[src/rtl/image_draw_ctl.sv]
// Sprite overlay stage: drives the image ROM address, delays VGA timing by two cycles and composites the sprite
// under a frame-synchronous hidden/shown/blink FSM. Define IMAGE_DRAW_CTL_TRANSPARENT_EN to key out 12'hF0F pixels.
module image_draw_ctl #(
    parameter int IMG_W        = 128,
    parameter int IMG_H        = 64,
    parameter int BLINK_FRAMES = 30
) (
    input  logic        clk,
    input  logic        rst,
    input  logic [10:0] hcount_in,
    input  logic [10:0] vcount_in,
    input  logic        hsync_in,
    input  logic        vsync_in,
    input  logic        hblnk_in,
    input  logic        vblnk_in,
    input  logic [11:0] rgb_in,
    input  logic [11:0] xpos,
    input  logic [11:0] ypos,
    input  logic        show,
    input  logic        blink,
    input  logic [11:0] rgb_pixel,
    output logic [15:0] address,
    output logic [10:0] hcount_out,
    output logic [10:0] vcount_out,
    output logic        hsync_out,
    output logic        vsync_out,
    output logic        hblnk_out,
    output logic        vblnk_out,
    output logic [11:0] rgb_out,
    output logic        visible
);
    typedef enum logic [1:0] {HIDDEN, SHOWN, BLINK} state_e;

    typedef struct packed {
        logic [10:0] hcount;
        logic [10:0] vcount;
        logic        hsync;
        logic        vsync;
        logic        hblnk;
        logic        vblnk;
    } tmg_t;

    state_e      state_q, state_d;
    logic [7:0]  blink_cnt_q, blink_cnt_d;
    logic        phase_q, phase_d;
    logic        visible_q, visible_d;
    logic [11:0] x_lat_q, y_lat_q;
    logic        vblnk_prev_q;
    logic        frame_tick;

    tmg_t        tmg_in, s1_tmg_q, s2_tmg_q;
    logic [11:0] s1_rgb_q, s2_rgb_q, rgb_d;
    logic [15:0] s1_addr_q, addr_d;
    logic        s1_inside_q, inside_d;
    logic [12:0] h_ext, v_ext, x_ext, y_ext;

    // Position and mode are only sampled at the start of vertical blanking so a frame never tears.
    assign frame_tick = vblnk_in & ~vblnk_prev_q;

    always_ff @(posedge clk) begin
        if (rst) begin
            state_q      <= HIDDEN;
            blink_cnt_q  <= 8'd0;
            phase_q      <= 1'b0;
            visible_q    <= 1'b0;
            x_lat_q      <= 12'd0;
            y_lat_q      <= 12'd0;
            vblnk_prev_q <= 1'b0;
        end else begin
            state_q      <= state_d;
            blink_cnt_q  <= blink_cnt_d;
            phase_q      <= phase_d;
            visible_q    <= visible_d;
            vblnk_prev_q <= vblnk_in;
            if (frame_tick) begin
                x_lat_q <= xpos;
                y_lat_q <= ypos;
            end
        end
    end

    always_comb begin
        state_d     = state_q;
        blink_cnt_d = blink_cnt_q;
        phase_d     = phase_q;
        if (frame_tick) begin
            case (state_q)
                HIDDEN: if (show) begin
                    if (blink) begin
                        state_d     = BLINK;
                        blink_cnt_d = 8'd0;
                        phase_d     = 1'b1;
                    end else begin
                        state_d = SHOWN;
                    end
                end
                SHOWN: if (!show) begin
                    state_d = HIDDEN;
                end else if (blink) begin
                    state_d     = BLINK;
                    blink_cnt_d = 8'd0;
                    phase_d     = 1'b1;
                end
                BLINK: if (!show) begin
                    state_d = HIDDEN;
                end else if (!blink) begin
                    state_d = SHOWN;
                end else if (blink_cnt_q == 8'(BLINK_FRAMES - 1)) begin
                    blink_cnt_d = 8'd0;
                    phase_d     = ~phase_q;
                end else begin
                    blink_cnt_d = blink_cnt_q + 8'd1;
                end
                default: state_d = HIDDEN;
            endcase
        end
    end

    always_comb begin
        visible_d = visible_q;
        if (frame_tick)
            visible_d = (state_d == SHOWN) || ((state_d == BLINK) && phase_d);
    end

    // 13-bit compares keep a sprite hanging off the right/bottom edge from wrapping back to 0.
    assign tmg_in   = {hcount_in, vcount_in, hsync_in, vsync_in, hblnk_in, vblnk_in};
    assign h_ext    = {2'b00, hcount_in};
    assign v_ext    = {2'b00, vcount_in};
    assign x_ext    = {1'b0, x_lat_q};
    assign y_ext    = {1'b0, y_lat_q};
    assign inside_d = (h_ext >= x_ext) && (h_ext < x_ext + 13'(IMG_W)) &&
                      (v_ext >= y_ext) && (v_ext < y_ext + 13'(IMG_H));
    assign addr_d   = inside_d ? {vcount_in[7:0] - y_lat_q[7:0], hcount_in[7:0] - x_lat_q[7:0]} : 16'h0000;

    always_comb begin
        rgb_d = s1_rgb_q;
        if (s1_tmg_q.hblnk || s1_tmg_q.vblnk) begin
            rgb_d = 12'h000;
        end else if (s1_inside_q && visible_q) begin
`ifdef IMAGE_DRAW_CTL_TRANSPARENT_EN
            if (rgb_pixel != 12'hF0F)
                rgb_d = rgb_pixel;
`else
            rgb_d = rgb_pixel;
`endif
        end
    end

    always_ff @(posedge clk) begin
        if (rst) begin
            s1_tmg_q    <= '0;
            s1_rgb_q    <= 12'h000;
            s1_addr_q   <= 16'h0000;
            s1_inside_q <= 1'b0;
            s2_tmg_q    <= '0;
            s2_rgb_q    <= 12'h000;
        end else begin
            s1_tmg_q    <= tmg_in;
            s1_rgb_q    <= rgb_in;
            s1_addr_q   <= addr_d;
            s1_inside_q <= inside_d;
            s2_tmg_q    <= s1_tmg_q;
            s2_rgb_q    <= rgb_d;
        end
    end

    assign address    = s1_addr_q;
    assign hcount_out = s2_tmg_q.hcount;
    assign vcount_out = s2_tmg_q.vcount;
    assign hsync_out  = s2_tmg_q.hsync;
    assign vsync_out  = s2_tmg_q.vsync;
    assign hblnk_out  = s2_tmg_q.hblnk;
    assign vblnk_out  = s2_tmg_q.vblnk;
    assign rgb_out    = s2_rgb_q;
    assign visible    = visible_q;
endmodule

[config.mk]
export PLATFORM = sky130hd
export DESIGN_NAME = image_draw_ctl
export DESIGN_NICKNAME = d
export VERILOG_FILES = /design/src/rtl/image_draw_ctl.sv
export SDC_FILE = /design/constraint.sdc
export NUM_CORES = 1
export LEC_CHECK = 0
export ABC_AREA = 1
export ABC_CLOCK_PERIOD_IN_PS = 1900
export BUFFER_PORTS_ARGS = -buffer_cell sky130_fd_sc_hd__buf_4
export CORE_ASPECT_RATIO = 1.2
export CORE_UTILIZATION = 35
export DETAILED_ROUTE_END_ITERATION = 10
export HOLD_SLACK_MARGIN = 0.1
export PLACE_DENSITY = 0.6
export SETUP_SLACK_MARGIN = 0.4
export SLEW_MARGIN = 20
export SYNTH_ARGS = -nofsm -noshare
export SYNTH_HDL_FRONTEND = slang
export SYNTH_SLANG_ARGS = --single-unit
[constraint.sdc]
create_clock -name clk -period 1.9 [get_ports clk]
set_clock_uncertainty 0.15 [all_clocks]
set_input_delay 0.19 -clock clk [delete_from_list [all_inputs] [get_ports clk]]
set_output_delay 0.19 -clock clk [all_outputs]
set_load 0.1 [all_outputs]
# After elaboration in Yosys (flattened, before gate mapping)
# Cells that the tools add are included.
# W data, S select, Z words.
totals:
  output_inout_bits: 55
  register_bits: 129
  in_bits: 78
op_classes:
  add_sub_neg: 5
  n_mux: 22
  bitwise: 4
  n_eq_ne: 9
  n_lt_le_gt_ge: 4
  n_reduce_logical: 13
ops:
  columns: ["operator", "n"]
  rows:
  - ["$mux W8", 5]
  - ["$lt A11 B13 Y1", 2]
  - ["$ge A11 B12 Y1", 2]
  - ["$pmux W8 S2", 1]
  - ["$sub A8 B8 Y8", 2]
  - ["$mux W2", 7]
  - ["$add A12 B7 Y13 const B", 1]
  - ["$add A12 B8 Y13 const B", 1]
  - ["$mux W12", 1]
  - ["$add A8 B1 Y8 const B", 1]
  - ["$eq A8 B5 Y1 const B", 1]
  - ["$mux W1", 6]
  - ["$pmux W2 S3", 1]
  - ["$reduce_and A6 Y1", 1]
  - ["$reduce_or A2 Y1", 3]
  - ["$logic_and A1 B1 Y1", 5]
  - ["$eq A2 B1 Y1 const B", 2]
  - ["$eq A2 B2 Y1 const B", 2]
  - ["$ne A2 B1 Y1 const B", 2]
  - ["$ne A2 B2 Y1 const B", 2]
  - ["$not A1 Y1", 3]
  - ["$logic_not A2 Y1", 1]
  - ["$logic_or A1 B1 Y1", 2]
  - ["$pmux W1 S2", 1]
  - ["2 further kinds", 2]

# Logic depth before layout (Yosys ltp)
depth:
  word_depth: 8
  depth_mapped: 13

# Worst setup path before layout
# OpenSTA, ideal clock, no wires.
synth_path:
  path_kind: "reg2reg"
  start: "register y_lat_q[6]"
  end: "register s1_addr_q[9], in the netlist address[9]"
  setup_slack_ps: -175
  arrival_ps: 1863
  setup_ps: 61
  path_stages_with_launch: 12
  n_path_buf: 1
  path_cell_list: "dfxtp_1 ha_1 nand3_1 xor2_1 ha_1 a21o_2 nand3_2 nand2_2 nor2_4 nand3_4 buf_12 nor2_4"
synth_between:
  elab_chain_cells: 5
synth_rtl:
  columns: ["item", "line", "text"]
  rows:
  - ["start, declared", "47", "logic [11:0] x_lat_q, y_lat_q;"]
  - ["start signal, assigned", "77", "y_lat_q <= ypos;"]
  - ["$add A12 B7 Y13 or $ge A11 B12 Y1 (tied branches)", "132", "(v_ext >= y_ext) && (v_ext < y_ext + 13'(IMG_H));"]
  - ["$lt A11 B13 Y1 or $logic_and A1 B1 Y1 (tied branches)", "132, 131", null]
  - ["$logic_and A1 B1 Y1 *", "132", null]
  - ["$not A1 Y1 (no line) *", null, null]
  - ["$reduce_or A2 Y1 (no line) *", null, null]
  - ["end signal, assigned", "160", "s1_addr_q <= addr_d;"]
  - ["end, declared", "53", "logic [15:0] s1_addr_q, addr_d;"]
# Every way passes the cells marked *; elsewhere a longest branch is shown, timed or not.
# A chain may end at the register's enable or synchronous reset.

# Worst setup path after layout
layout_path:
  start: "register y_lat_q[6]"
  end: "register s1_addr_q[8], in the netlist address[8]"
# Same word-level chain as after synthesis.

==> results.ini <==
[run_status]
status=finished with violations
violations=negative setup slack

[grt]
grt_overflow=0
grt_max_degree=48
first_global_vias=4823
grt_pass1_wl_um=21530
grt_use_total_pct=17.46
antenna_found_initial=0

[placed_design]
gp_congestion=0.8695
place_hpwl_um=9269
io_buffer_count=132

[logic_synthesis]
ys_warn_count=0
synth-seq-area-share_pct=47.21
netlist_instances=691
synth-async-reset-ratio_pct=0
synth_area_leader_cell=dfxtp_1
netlist.area_leader.share_pct=47.21
syn_nets=806
yosysMostFrequentCell=dfxtp_1
synthTopCellsByCount=dfxtp_1 (129), inv_1 (128), nor2_1 (102), nand2_1 (97), a21oi_1 (58)
synth_ff_type=dfxtp_1
ys_ff_latch=129
ys_top_cells_by_area=dfxtp_1 (47%), inv_1 (8.8%), ha_1 (8.0%)
netlist_area_um2=5470
yosysUniqueCellTypes=31
postSynthAreaPerCell_um2=7.916
synth_edf_count=0

[route]
drcViolationCount=0
wl_per_cell_um=11.71
dr.pass1.iters=4
routed_via_density=4.269
drtIter0Drc=151
vias=4935
ant_nets=0
drt-total-wl_um=13540

[sta]
timing.final.ws_setup_ps=-123.3
hold_violations=0
timing.setup.tns_ps=-1816
fmax_mhz=494.2
finalSetupViolations=16
slew_violations=0
slew_headroom_pct=75.15
tightestPinTransition_ps=372.3
min_period_ps=2023
rsz0062_at_grt=yes
post-route-period-util_pct=106.5

[clock_network]
path_clk_slew_ps=60
cts_made_buffers=17
clk_latency_ps=430
cts-root-buf=clkbuf_16
clock_sinks=129
cts_tree=built
htreeDepth=4
cts_buffer_depth=2
postCtsHoldBufs=81

[layout]
antennaDiodeCount=0
final_layout_size_suffix_gt1_share_pct=29.20
layout.nets=1054
fill_cells=1395
synthToLayoutAreaGrowth_pct=56.34

[pwr]
internal_power_mw=5.611
pwr-share-seq_pct=36.8
power_leakage_nw=4.080
vdd_ir_drop_max_v=0.0004971
pwr-share-comb_pct=19.3
p_sw_share_pct=28.68
p_sw_mw=2.256
total_power_mw=7.867
power_density_nw_per_um2=919.9
p_clk_share_pct=43.9

[floorplanning]
std_cell_rows=49
ioPinCount=133
die_h_um=139.0
die_x_um=116.1
start_util_pct=36.12
coreArea_um2=15140
die_area_um2=16140

[critical_path]
arrival_ps=2240
end_kind=register
required_ps=2120
critPathKind=register to register
r2r_slack_ps=-120
crit_fanout=8
critPathLaunchType=register
reg2regPathDepth=11

[worst_hold_path]
hp-class=input pin to register
min_path_cells=4

[job]
maxCapViolations=0

metal layers:
layer / track usage, % / up-vias / routed length [um]
met5: 0 / - / 0
met4: 6.883 / 0 / 276
met3: 5.507 / 25 / 761
met2: 30.86 / 119 / 6741
met1: 19.04 / 2167 / 5758
li1: - / 2624 / -
power by group through the flow:
| stage | logic (mW) | clock network, mW | registers [mW] |
|---|---|---|---|
| 2_1_floorplan | 0.600 | 0 | 3.26 |
| 3_3_place_gp | 1.33 | 0 | 2.95 |
| 3_5_place_dp | 1.33 | 0 | 2.95 |
| 4_1_cts | 1.48 | 3.52 | 2.89 |
| 5_1_grt | 1.66 | 3.64 | 2.91 |
| 6_report | 1.52 | 3.45 | 2.90 |
final timing paths:
path,start,endpoint
setup / recovery,y_lat_q[6]$_SDFFE_PP0P_,address[8]$_SDFF_PP0_
hold / removal,vcount_in[0],address[8]$_SDFF_PP0_
setup reg to reg,y_lat_q[6]$_SDFFE_PP0P_,address[8]$_SDFF_PP0_
hold reg to reg,s1_tmg_q[4]$_SDFF_PP0_,vcount_out[0]$_SDFF_PP0_
logic make-up (layout without fill, tap and decap cells):
kind of cell | after synthesis | after routing | synth area share (%)
buf+inv | 151 | 412 | 10.68
simple gates | 261 | 261 | 21.61
flops | 129 | 129 | 47.21
compound gates | 95 | 95 | 8.875
fa+ha+maj | 37 | 37 | 8.737
xor+xnor | 18 | 18 | 2.882
critical path, stage by stage, from the launching register on:
cell and delay [ps]:
dfxtp_4 370, ha_4 160, nand3_4 80, xor2_1 150, ha_1 310, a21o_2 200, nand3_2 70, nand2_2 70
nor2_4 90, nand3_4 100, buf_12 170, nor2_4 70
state kept, by name (all words and copies together), names as in the netlist:
signal / cells
hsync_out: 1
blink_cnt_q: 8
hcount_out: 11
state_q: 2
address: 16
s1_rgb_q: 12
hblnk_out: 1
rgb_out: 12
vcount_out: 11
y_lat_q: 12
s1_inside_q: 1
vblnk_out: 1
phase_q: 1
x_lat_q: 12
vsync_out: 1
visible: 1
s1_tmg_q: 26
metrics by stage:
step	cells	hold WS (ps)	setup slack (ps)	util [%]	area, um2
after global routing	1156	77.16	-244.9	56.47	8552
after CTS	1152	58.92	-119.7	55.28	8371
after floorplan	691	147.0	-61.78	-	5497
after global placement	1038	239.5	-121.2	45.52	6893
final	1156	70.83	-123.3	56.47	8552
after detailed placement	1038	241.7	-154.8	45.52	6893
placed cells by master, fill, tap and decap left out, types with 4 or more instances in the layout:
cell	instances
ha_1	31
dlygate4sd3_1	80
buf_4	165
inv_6	4
o21ai_0	29
inv_2	9
dfxtp_2	6
nor2_4	14
nand4_1	7
dfxtp_1	120
nand3_1	15
clkbuf_16	17
nand2_2	11
inv_1	122
nor2_1	94
xor2_1	12
nand2_1	90
nand3_2	4
a21oi_1	50
xnor2_1	6
a21oi_2	7
nor3_1	5
nor2_2	8
area by class of cell:
type | instances | area, um2 | share of cell area (%)
clock buffers | 19 | 452.9 | 5.296
clock inverters | 13 | 172.7 | 2.019
inverters | 132 | 496.7 | 5.808
multi-input cells | 411 | 2482 | 29.03
flip-flops and latches | 129 | 2601 | 30.42
well taps | 204 | 255.2 | 2.985
repair buffers | 248 | 2091 | 24.45
repair_timing:
item                                    4_1_cts  5_1_grt
setup buffers                                 1        5
endpoints found under the setup margin       26       51
gates resized for setup                      13       47
endpoints found under the hold margin        89        3
pin swaps                                     1       16
Note: power is estimated with default switching activity, not from simulation.
